File: src/rtl/dmem_arbiter_if.sv
// Shared bus bundle between core, DMA master, data memory and dmem_arbiter.
// The arbiter takes the slave side; requesters and memory take the master side.
interface dmem_arbiter_if;
    logic        c_req;
    logic        c_we;
    logic [31:0] c_addr;
    logic [31:0] c_wdata;
    logic [2:0]  c_funct3;
    logic        c_gnt;
    logic        c_rvalid;
    logic [31:0] c_rdata;

    logic        d_req;
    logic        d_lock;
    logic        d_we;
    logic [31:0] d_addr;
    logic [31:0] d_wdata;
    logic [2:0]  d_funct3;
    logic        d_gnt;
    logic        d_rvalid;
    logic [31:0] d_rdata;

    logic [31:0] m_addr;
    logic [31:0] m_dataW;
    logic        m_MemRW;
    logic [2:0]  m_funct3;
    logic [31:0] m_rdata;

    modport slave (
        input  c_req, c_we, c_addr, c_wdata, c_funct3,
        output c_gnt, c_rvalid, c_rdata,
        input  d_req, d_lock, d_we, d_addr, d_wdata, d_funct3,
        output d_gnt, d_rvalid, d_rdata,
        output m_addr, m_dataW, m_MemRW, m_funct3,
        input  m_rdata
    );

    modport master (
        output c_req, c_we, c_addr, c_wdata, c_funct3,
        input  c_gnt, c_rvalid, c_rdata,
        output d_req, d_lock, d_we, d_addr, d_wdata, d_funct3,
        input  d_gnt, d_rvalid, d_rdata,
        input  m_addr, m_dataW, m_MemRW, m_funct3,
        output m_rdata
    );
endinterface

File: src/rtl/dmem_arbiter.sv
// Core/DMA arbiter for the single-ported data memory, with bounded DMA lock.
// Define DMEM_ARB_RR_EN for round-robin contention; default is core priority.
module dmem_arbiter #(
    parameter int LOCK_MAX = 16,
    parameter int CNT_W    = 8
) (
    input logic           clk,
    input logic           rst,
    dmem_arbiter_if.slave bus
);

    typedef enum logic {IDLE, DLOCK} state_t;

    state_t           state, state_nxt;
    logic [CNT_W-1:0] cnt, cnt_nxt, cnt_inc;
    logic             lock_hit;
    logic             c_gnt, d_gnt;

`ifdef DMEM_ARB_RR_EN
    // 1 = DMA was granted last, so the core wins the next contention
    logic rr_last, rr_last_nxt;
`endif

    always_comb begin
        state_nxt = state;
        cnt_nxt   = cnt;
        c_gnt     = 1'b0;
        d_gnt     = 1'b0;
        cnt_inc   = cnt + CNT_W'(1);
        lock_hit  = (cnt_inc >= CNT_W'(LOCK_MAX));
`ifdef DMEM_ARB_RR_EN
        rr_last_nxt = rr_last;
`endif
        unique case (state)
            IDLE: begin
                case ({bus.c_req, bus.d_req})
                    2'b11: begin
`ifdef DMEM_ARB_RR_EN
                        c_gnt = rr_last;
                        d_gnt = ~rr_last;
`else
                        c_gnt = 1'b1;
`endif
                    end
                    2'b10:   c_gnt = 1'b1;
                    2'b01:   d_gnt = 1'b1;
                    default: ;
                endcase
                // A lock of one beat is just an ordinary grant
                if (d_gnt && bus.d_lock && (LOCK_MAX > 1)) begin
                    state_nxt = DLOCK;
                    cnt_nxt   = CNT_W'(1);
                end
            end
            DLOCK: begin
                d_gnt = bus.d_req;
                if (bus.d_req) begin
                    if (!bus.d_lock || lock_hit) begin
                        state_nxt = IDLE;
                        cnt_nxt   = '0;
                    end else begin
                        cnt_nxt = cnt_inc;
                    end
                end else if (!bus.d_lock) begin
                    state_nxt = IDLE;
                    cnt_nxt   = '0;
                end
            end
            default: begin
                state_nxt = IDLE;
                cnt_nxt   = '0;
            end
        endcase
`ifdef DMEM_ARB_RR_EN
        if (c_gnt)
            rr_last_nxt = 1'b0;
        else if (d_gnt)
            rr_last_nxt = 1'b1;
        if (state == DLOCK && state_nxt == IDLE)
            rr_last_nxt = 1'b1;
`endif
    end

    always_ff @(posedge clk) begin
        if (rst) begin
            state        <= IDLE;
            cnt          <= '0;
            bus.c_rvalid <= 1'b0;
            bus.d_rvalid <= 1'b0;
            bus.c_rdata  <= '0;
            bus.d_rdata  <= '0;
`ifdef DMEM_ARB_RR_EN
            rr_last      <= 1'b0;
`endif
        end else begin
            state        <= state_nxt;
            cnt          <= cnt_nxt;
            bus.c_rvalid <= c_gnt & ~bus.c_we;
            bus.d_rvalid <= d_gnt & ~bus.d_we;
            if (c_gnt && !bus.c_we)
                bus.c_rdata <= bus.m_rdata;
            if (d_gnt && !bus.d_we)
                bus.d_rdata <= bus.m_rdata;
`ifdef DMEM_ARB_RR_EN
            rr_last      <= rr_last_nxt;
`endif
        end
    end

    assign bus.c_gnt    = c_gnt;
    assign bus.d_gnt    = d_gnt;
    assign bus.m_addr   = d_gnt ? bus.d_addr : bus.c_addr;
    assign bus.m_dataW  = d_gnt ? bus.d_wdata : bus.c_wdata;
    assign bus.m_funct3 = d_gnt ? bus.d_funct3 : bus.c_funct3;
    assign bus.m_MemRW  = (c_gnt & bus.c_we) | (d_gnt & bus.d_we);

endmodule

File: src/flat_wrapper.sv
// flat-port wrapper written by rule: the top's interface ports become plain ports
module dmem_arbiter_flat 
#(
    parameter int LOCK_MAX = 16,
    parameter int CNT_W    = 8
)
  (clk, rst, bus_c_req, bus_c_we, bus_c_addr, bus_c_wdata, bus_c_funct3, bus_c_gnt, bus_c_rvalid, bus_c_rdata, bus_d_req, bus_d_lock, bus_d_we, bus_d_addr, bus_d_wdata, bus_d_funct3, bus_d_gnt, bus_d_rvalid, bus_d_rdata, bus_m_addr, bus_m_dataW, bus_m_MemRW, bus_m_funct3, bus_m_rdata);
  dmem_arbiter_if bus_i ();
  input logic clk;
  input logic rst;
  input wire logic [$bits(bus_i.c_req)-1:0] bus_c_req;
  input wire logic [$bits(bus_i.c_we)-1:0] bus_c_we;
  input wire logic [$bits(bus_i.c_addr)-1:0] bus_c_addr;
  input wire logic [$bits(bus_i.c_wdata)-1:0] bus_c_wdata;
  input wire logic [$bits(bus_i.c_funct3)-1:0] bus_c_funct3;
  output wire logic [$bits(bus_i.c_gnt)-1:0] bus_c_gnt;
  output wire logic [$bits(bus_i.c_rvalid)-1:0] bus_c_rvalid;
  output wire logic [$bits(bus_i.c_rdata)-1:0] bus_c_rdata;
  input wire logic [$bits(bus_i.d_req)-1:0] bus_d_req;
  input wire logic [$bits(bus_i.d_lock)-1:0] bus_d_lock;
  input wire logic [$bits(bus_i.d_we)-1:0] bus_d_we;
  input wire logic [$bits(bus_i.d_addr)-1:0] bus_d_addr;
  input wire logic [$bits(bus_i.d_wdata)-1:0] bus_d_wdata;
  input wire logic [$bits(bus_i.d_funct3)-1:0] bus_d_funct3;
  output wire logic [$bits(bus_i.d_gnt)-1:0] bus_d_gnt;
  output wire logic [$bits(bus_i.d_rvalid)-1:0] bus_d_rvalid;
  output wire logic [$bits(bus_i.d_rdata)-1:0] bus_d_rdata;
  output wire logic [$bits(bus_i.m_addr)-1:0] bus_m_addr;
  output wire logic [$bits(bus_i.m_dataW)-1:0] bus_m_dataW;
  output wire logic [$bits(bus_i.m_MemRW)-1:0] bus_m_MemRW;
  output wire logic [$bits(bus_i.m_funct3)-1:0] bus_m_funct3;
  input wire logic [$bits(bus_i.m_rdata)-1:0] bus_m_rdata;
  assign bus_i.c_req = bus_c_req;
  assign bus_i.c_we = bus_c_we;
  assign bus_i.c_addr = bus_c_addr;
  assign bus_i.c_wdata = bus_c_wdata;
  assign bus_i.c_funct3 = bus_c_funct3;
  assign bus_c_gnt = bus_i.c_gnt;
  assign bus_c_rvalid = bus_i.c_rvalid;
  assign bus_c_rdata = bus_i.c_rdata;
  assign bus_i.d_req = bus_d_req;
  assign bus_i.d_lock = bus_d_lock;
  assign bus_i.d_we = bus_d_we;
  assign bus_i.d_addr = bus_d_addr;
  assign bus_i.d_wdata = bus_d_wdata;
  assign bus_i.d_funct3 = bus_d_funct3;
  assign bus_d_gnt = bus_i.d_gnt;
  assign bus_d_rvalid = bus_i.d_rvalid;
  assign bus_d_rdata = bus_i.d_rdata;
  assign bus_m_addr = bus_i.m_addr;
  assign bus_m_dataW = bus_i.m_dataW;
  assign bus_m_MemRW = bus_i.m_MemRW;
  assign bus_m_funct3 = bus_i.m_funct3;
  assign bus_i.m_rdata = bus_m_rdata;
  dmem_arbiter #(.LOCK_MAX(LOCK_MAX), .CNT_W(CNT_W)) u_core (.clk(clk), .rst(rst), .bus(bus_i));
endmodule
File: config.mk
export PLATFORM = sky130hd
export DESIGN_NAME = dmem_arbiter_flat
export DESIGN_NICKNAME = d
export VERILOG_FILES = /design/src/rtl/dmem_arbiter_if.sv /design/src/rtl/dmem_arbiter.sv /design/src/flat_wrapper.sv
export SDC_FILE = /design/constraint.sdc
export NUM_CORES = 1
export LEC_CHECK = 0
export CORE_AREA = 2 2 118 120
export DETAILED_ROUTE_END_ITERATION = 16
export DIE_AREA = 0 0 120 122
export PLACE_DENSITY = 0.7
export SYNTH_ARGS = -nofsm -noshare
export SYNTH_HDL_FRONTEND = slang
export SYNTH_SLANG_ARGS = --single-unit
File: constraint.sdc
create_clock -name clk -period 4.7 [get_ports clk]
set_input_delay 0.94 -clock clk [delete_from_list [all_inputs] [get_ports clk]]
set_output_delay 0.94 -clock clk [all_outputs]
set_load 0.1 [all_outputs]
# [Word-level counts from Yosys, hierarchy flattened]
# Cells that the tools add are included.
[classes] addsub=1 magnitude_cmp=1 n_eq_ne=5 n_mux=18 n_bitwise=8 n_reduce_logical=9
[ops] operator="$mux 32" n=2
[ops] operator="$mux 8" n=4
[ops] operator="$pmux 8 s2" n=1
[ops] operator="$add 8x1->8 const B" n=1
[ops] operator="$ge 8x5->1 const B" n=1
[ops] operator="$mux 1" n=8
[ops] operator="$and 1x1->1" n=4
[ops] operator="$eq 2x2->1 const B" n=2
[ops] operator="$pmux 1 s2" n=2
[ops] operator="$logic_and 1x1->1" n=3
[ops] operator="$logic_not 1->1" n=3
[ops] operator="$mux 3" n=1
[ops] operator="$ne 3x3->1 const B" n=1
[ops] operator="$not 1->1" n=3
[ops] operator="$eq 2x1->1 const B" n=1
[ops] operator="$ne 2x1->1 const B" n=1
[ops] operator="$reduce_and 2->1" n=1
[ops] operator="$reduce_or 2->1" n=1
[ops] operator="$logic_or 1x1->1" n=1
[ops] operator="$or 1x1->1" n=1
[totals] ff_bits=75 input_bits=173 out_inout_bits=136 elab_cells=48

# [Logic depth before layout (Yosys ltp)]
[logic_depth] ltp_word=6 ltp_mapped=7 mapped_depth_nobuf=5

# [Worst setup path after synthesis]
# OpenSTA, ideal clock, no wires.
[synth_timing] path_kind="input to output" from="input bus_d_req" to="output bus_m_addr[12]" arrival_ns=2.160 required_ns=3.760 path_slack_ns=1.600 stages=5 n_path_buf=3 path_cell_list="clkbuf_2 > nand2_2 > buf_2 > buf_2 > mux2_2"
[synth_between] elab_chain_cells=5
[synth_lines] item="start: declaration" line_no="flat_wrapper.sv:19" source="input wire logic [$bits(bus_i.d_req)-1:0] bus_d_req;"
[synth_lines] item="$eq 2x1->1" line_no="dmem_arbiter.sv:36" source="case ({bus.c_req, bus.d_req})"
[synth_lines] item="$mux 1" line_no="dmem_arbiter.sv:36"
[synth_lines] item="$mux 1" line_no="dmem_arbiter.sv:34" source="unique case (state)"
[synth_lines] item="$pmux 1 s2 *" line_no="dmem_arbiter.sv:34"
[synth_lines] item="$mux 32 *" line_no="dmem_arbiter.sv:112" source="assign bus.m_addr = d_gnt ? bus.d_addr : bus.c_addr;"
[synth_lines] item="end: declaration" line_no="flat_wrapper.sv:28" source="output wire logic [$bits(bus_i.m_addr)-1:0] bus_m_addr;"
# Every way passes the cells marked *; elsewhere a longest branch is shown, timed or not. The select of a mux whose other input is x is not followed.

# [Worst setup path in the final report]
[layout_timing] from="input bus_c_req" to="output bus_m_dataW[31]"
[layout_between] elab_chain_cells=5
[layout_lines] item="start: declaration" line_no="flat_wrapper.sv:11" source="input wire logic [$bits(bus_i.c_req)-1:0] bus_c_req;"
[layout_lines] item="$eq 2x1->1" line_no="dmem_arbiter.sv:36"
[layout_lines] item="$mux 1" line_no="dmem_arbiter.sv:36"
[layout_lines] item="$mux 1" line_no="dmem_arbiter.sv:34"
[layout_lines] item="$pmux 1 s2" line_no="dmem_arbiter.sv:34"
[layout_lines] item="$mux 32" line_no="dmem_arbiter.sv:113" source="assign bus.m_dataW = d_gnt ? bus.d_wdata : bus.c_wdata;"
[layout_lines] item="end: declaration" line_no="flat_wrapper.sv:29" source="output wire logic [$bits(bus_i.m_dataW)-1:0] bus_m_dataW;"
# Every way passes these cells. The select of a mux whose other input is x is not followed.

==> impl_metrics.toml <==
[status]
outcome = "finished, final reports clean"

[cells_and_area]
drive_above_1_share_pct = 23.04
nets = 885
final_util_pct = 57.17
diodes = 0
layoutNonFillerInstCount = 896
final_cell_area_um2 = 7720
syn_to_final_growth_pct = 118.0

[sta]
setup_tns_ns = 0
final.setup.worst_slack_ns = 1.096
slew_headroom_pct = 26.49
final_hold_viol_count = 0
setup_viol = 0
fmax_mhz = 277.4
skew_ns = 0.007830
hold_ws_ns = 0.4535
period_minus_slack_ns = 3.604
slew_violations = 0
grt_setup_unrepaired = "false"
max_slew.worst_pin.slew_ns = 1.099
fin_crit_sh_pct = 76.69

[grt]
grt_util_met2_pct = 33.35
grt_use_met3_pct = 5.009
grt_max_degree = 71
grt_busiest_layer = "met2"
grt_use_met1_pct = 23.95
grt_usage_pct = 19.34
grt_pass1_vias = 4090
antenna_found_initial = 0
overflow = 0
grt_pass1_wl_um = 21890

[critical_path]
crit_chain = "clkdlybuf4s50_1 -> nand2b_4 -> nand2_2 -> buf_12 -> mux2_2 -> buf_12"
endpoint_kind = "output port"
arrival_ns = 2.66
path_common_cell = "buf_12"
cp_top_family = "buffers and inverters"
worst_path_max_delay_cell = "clkdlybuf4s50_1"
crit_cells = 6
critical_path_required_ns = 3.76
path_class = "in2out"
rr_worst_depth = 5
critPathMaxStageDelay_ns = 0.54
cp_max_fo = 68
critPathBufInv = 3
r2r_slack_ns = 2.92
worstSetupStartpointType = "input port"

[die]
pin_count = 309
die_h_um = 122
die_w_um = 120
core_um2 = 13500
dieArea_um2 = 14640
rows = 43
start_util_pct = 26.22

[place]
dp_cells = 880
hpwl_um = 12020
place_congestion = 0.7466
place_ws_ns = 1.074
place_area_um2 = 7418
portBuffers = 308

[clock_tree]
htree_levels = 3
cts_tree = "built"
cts_buffers = 9
hold_buffers = 0
clkSinkCount = 75
clockBufferDepth = 2
cts_resized = 0
cts_setup_buffers = 0
ctsRootBufferMaster = "clkbuf_16"
clk_latency_ns = 0.33
clkTransAtPathRegs_ns = 0.06

[synthesis]
syn_avg_cell_area_um2 = 8.512
synth_seq_cells = 75
syn_area_um2 = 3541
synth-seq-area-share_pct = 42.40
syn-num-nets = 590
synth_cell_types = 33
yosysWarningCount = 0
syn_inst = 416

[routing]
wl_per_cell_um = 16.78
num_vias = 4109
routed_wirelength_um = 15030
viasPerCell = 4.586
postRouteAntennaNets = 0
route.detailed.drc = 0
firstDrtPassIters = 4
drtIter0Drc = 226

[worst_hold_path]
holdPathStages = 2
hold_path.class = "reg2reg"

[power]
power_per_cell_area_nw_per_um2 = 320.1
ir_worst_vdd_v = 0.0001620
p_total_mw = 2.471
p_leak_nw = 2.947

[run]
maxCapViolCount = 0
-- per-layer routing --
layer  part of all wire, %  up-vias
li1                      -     1992
met1                    41     1907
met2                    50      199
met3                   7.5       11
met4                   1.3        0
met5                     0        -
-- where the power goes --
part | internal (mW) | total, mW | switching, mW
combinational | 0.410 | 1.11 | 0.698
clock | 0.417 | 0.689 | 0.272
sequential | 0.660 | 0.673 | 0.0134
-- tightest hold or removal path: stages (launching register included) --
cell and delay [ns]:
dfxtp_1 0.31, nand2_1 0.05, a21oi_1 0.05
-- state kept, by name (all words and copies together), names as in the netlist --
| signal | count |
|---|---|
| u_core.bus.c_rdata | 32 |
| u_core.cnt | 8 |
| u_core.state | 1 |
| u_core.bus.d_rvalid | 1 |
| u_core.bus.d_rdata | 32 |
| u_core.bus.c_rvalid | 1 |
-- cell usage after synthesis --
master     instances  area, µm²
nor3_1             1      5.000
mux2_2            67      754.5
buf_6              3      33.78
nand2b_4           1      13.76
nand2_1          134      503.0
ha_1               1      12.51
a211oi_2           1      12.51
a311o_1            1      10.01
nand4b_1           1      8.760
a21oi_1           66      330.3
nand4_1            1      6.260
o21a_1             1      7.510
and2_1             4      25.02
a21o_1             2      15.01
and4b_1            1      10.01
o2bb2ai_1          2      17.52
o21ai_1            1      5.000
a2bb2oi_1          1      8.760
or3_1              2      12.51
inv_2              1      3.750
nor3_2             1      10.01
dfxtp_1           75       1501
inv_1              5      18.77
clkbuf_2           1      5.000
buf_2             15      75.07
a31oi_1            2      12.51
nor2_1             3      11.26
xnor2_1            2      17.52
nand3_1            5      25.02
nand2_2            1      6.260
a311oi_1           1      8.760
nand2b_1           2      12.51
clkbuf_1          11      41.29
-- cell type report --
type | instances | area [µm²]
Clock buffer | 10 | 229.0
Clock inverter | 6 | 72.57
Timing Repair Buffer | 314 | 3799
Fill cell | 1138 | 5784
Tap cell | 180 | 225.2
Sequential cell | 75 | 1501
Multi-Input combinational cell | 305 | 1871
Inverter | 6 | 22.52
-- kinds of logic (layout without fill, tap and decap cells) --
family                     after synthesis  count (layout)  share of synthesized area [%]
and+or+nand+nor                        157             157                          18.34
AOI/OAI and AO/OA                       78              78                          12.08
DFF                                     75              75                          42.40
muxes                                   67              67                          21.31
buffers and inverters                   36             336                          5.017
xor gates and xnor gates                 2               2                         0.4948
adders and majority gates                1               1                         0.3533
-- worst paths after layout --
| kind | start | end |
|---|---|---|
| setup reg to reg | u_core.cnt[0] | u_core.state |
| setup / recovery | bus_c_req | bus_m_dataW[31] |
| hold / removal | u_core.bus.d_rdata[21] | u_core.bus.d_rdata[21] |
| hold reg to reg | u_core.bus.d_rdata[21] | u_core.bus.d_rdata[21] |
-- layout by cell type (no fill, tap or decap), types with 4 or more instances in the layout --
cell	instances
a21oi_1	66
and2_1	4
buf_12	68
buf_4	8
clkbuf_16	9
clkdlybuf4s50_1	237
dfxtp_1	75
inv_1	5
mux2_2	67
nand2_1	134
nand3_1	5
Note: power is estimated with default switching activity, not from simulation.
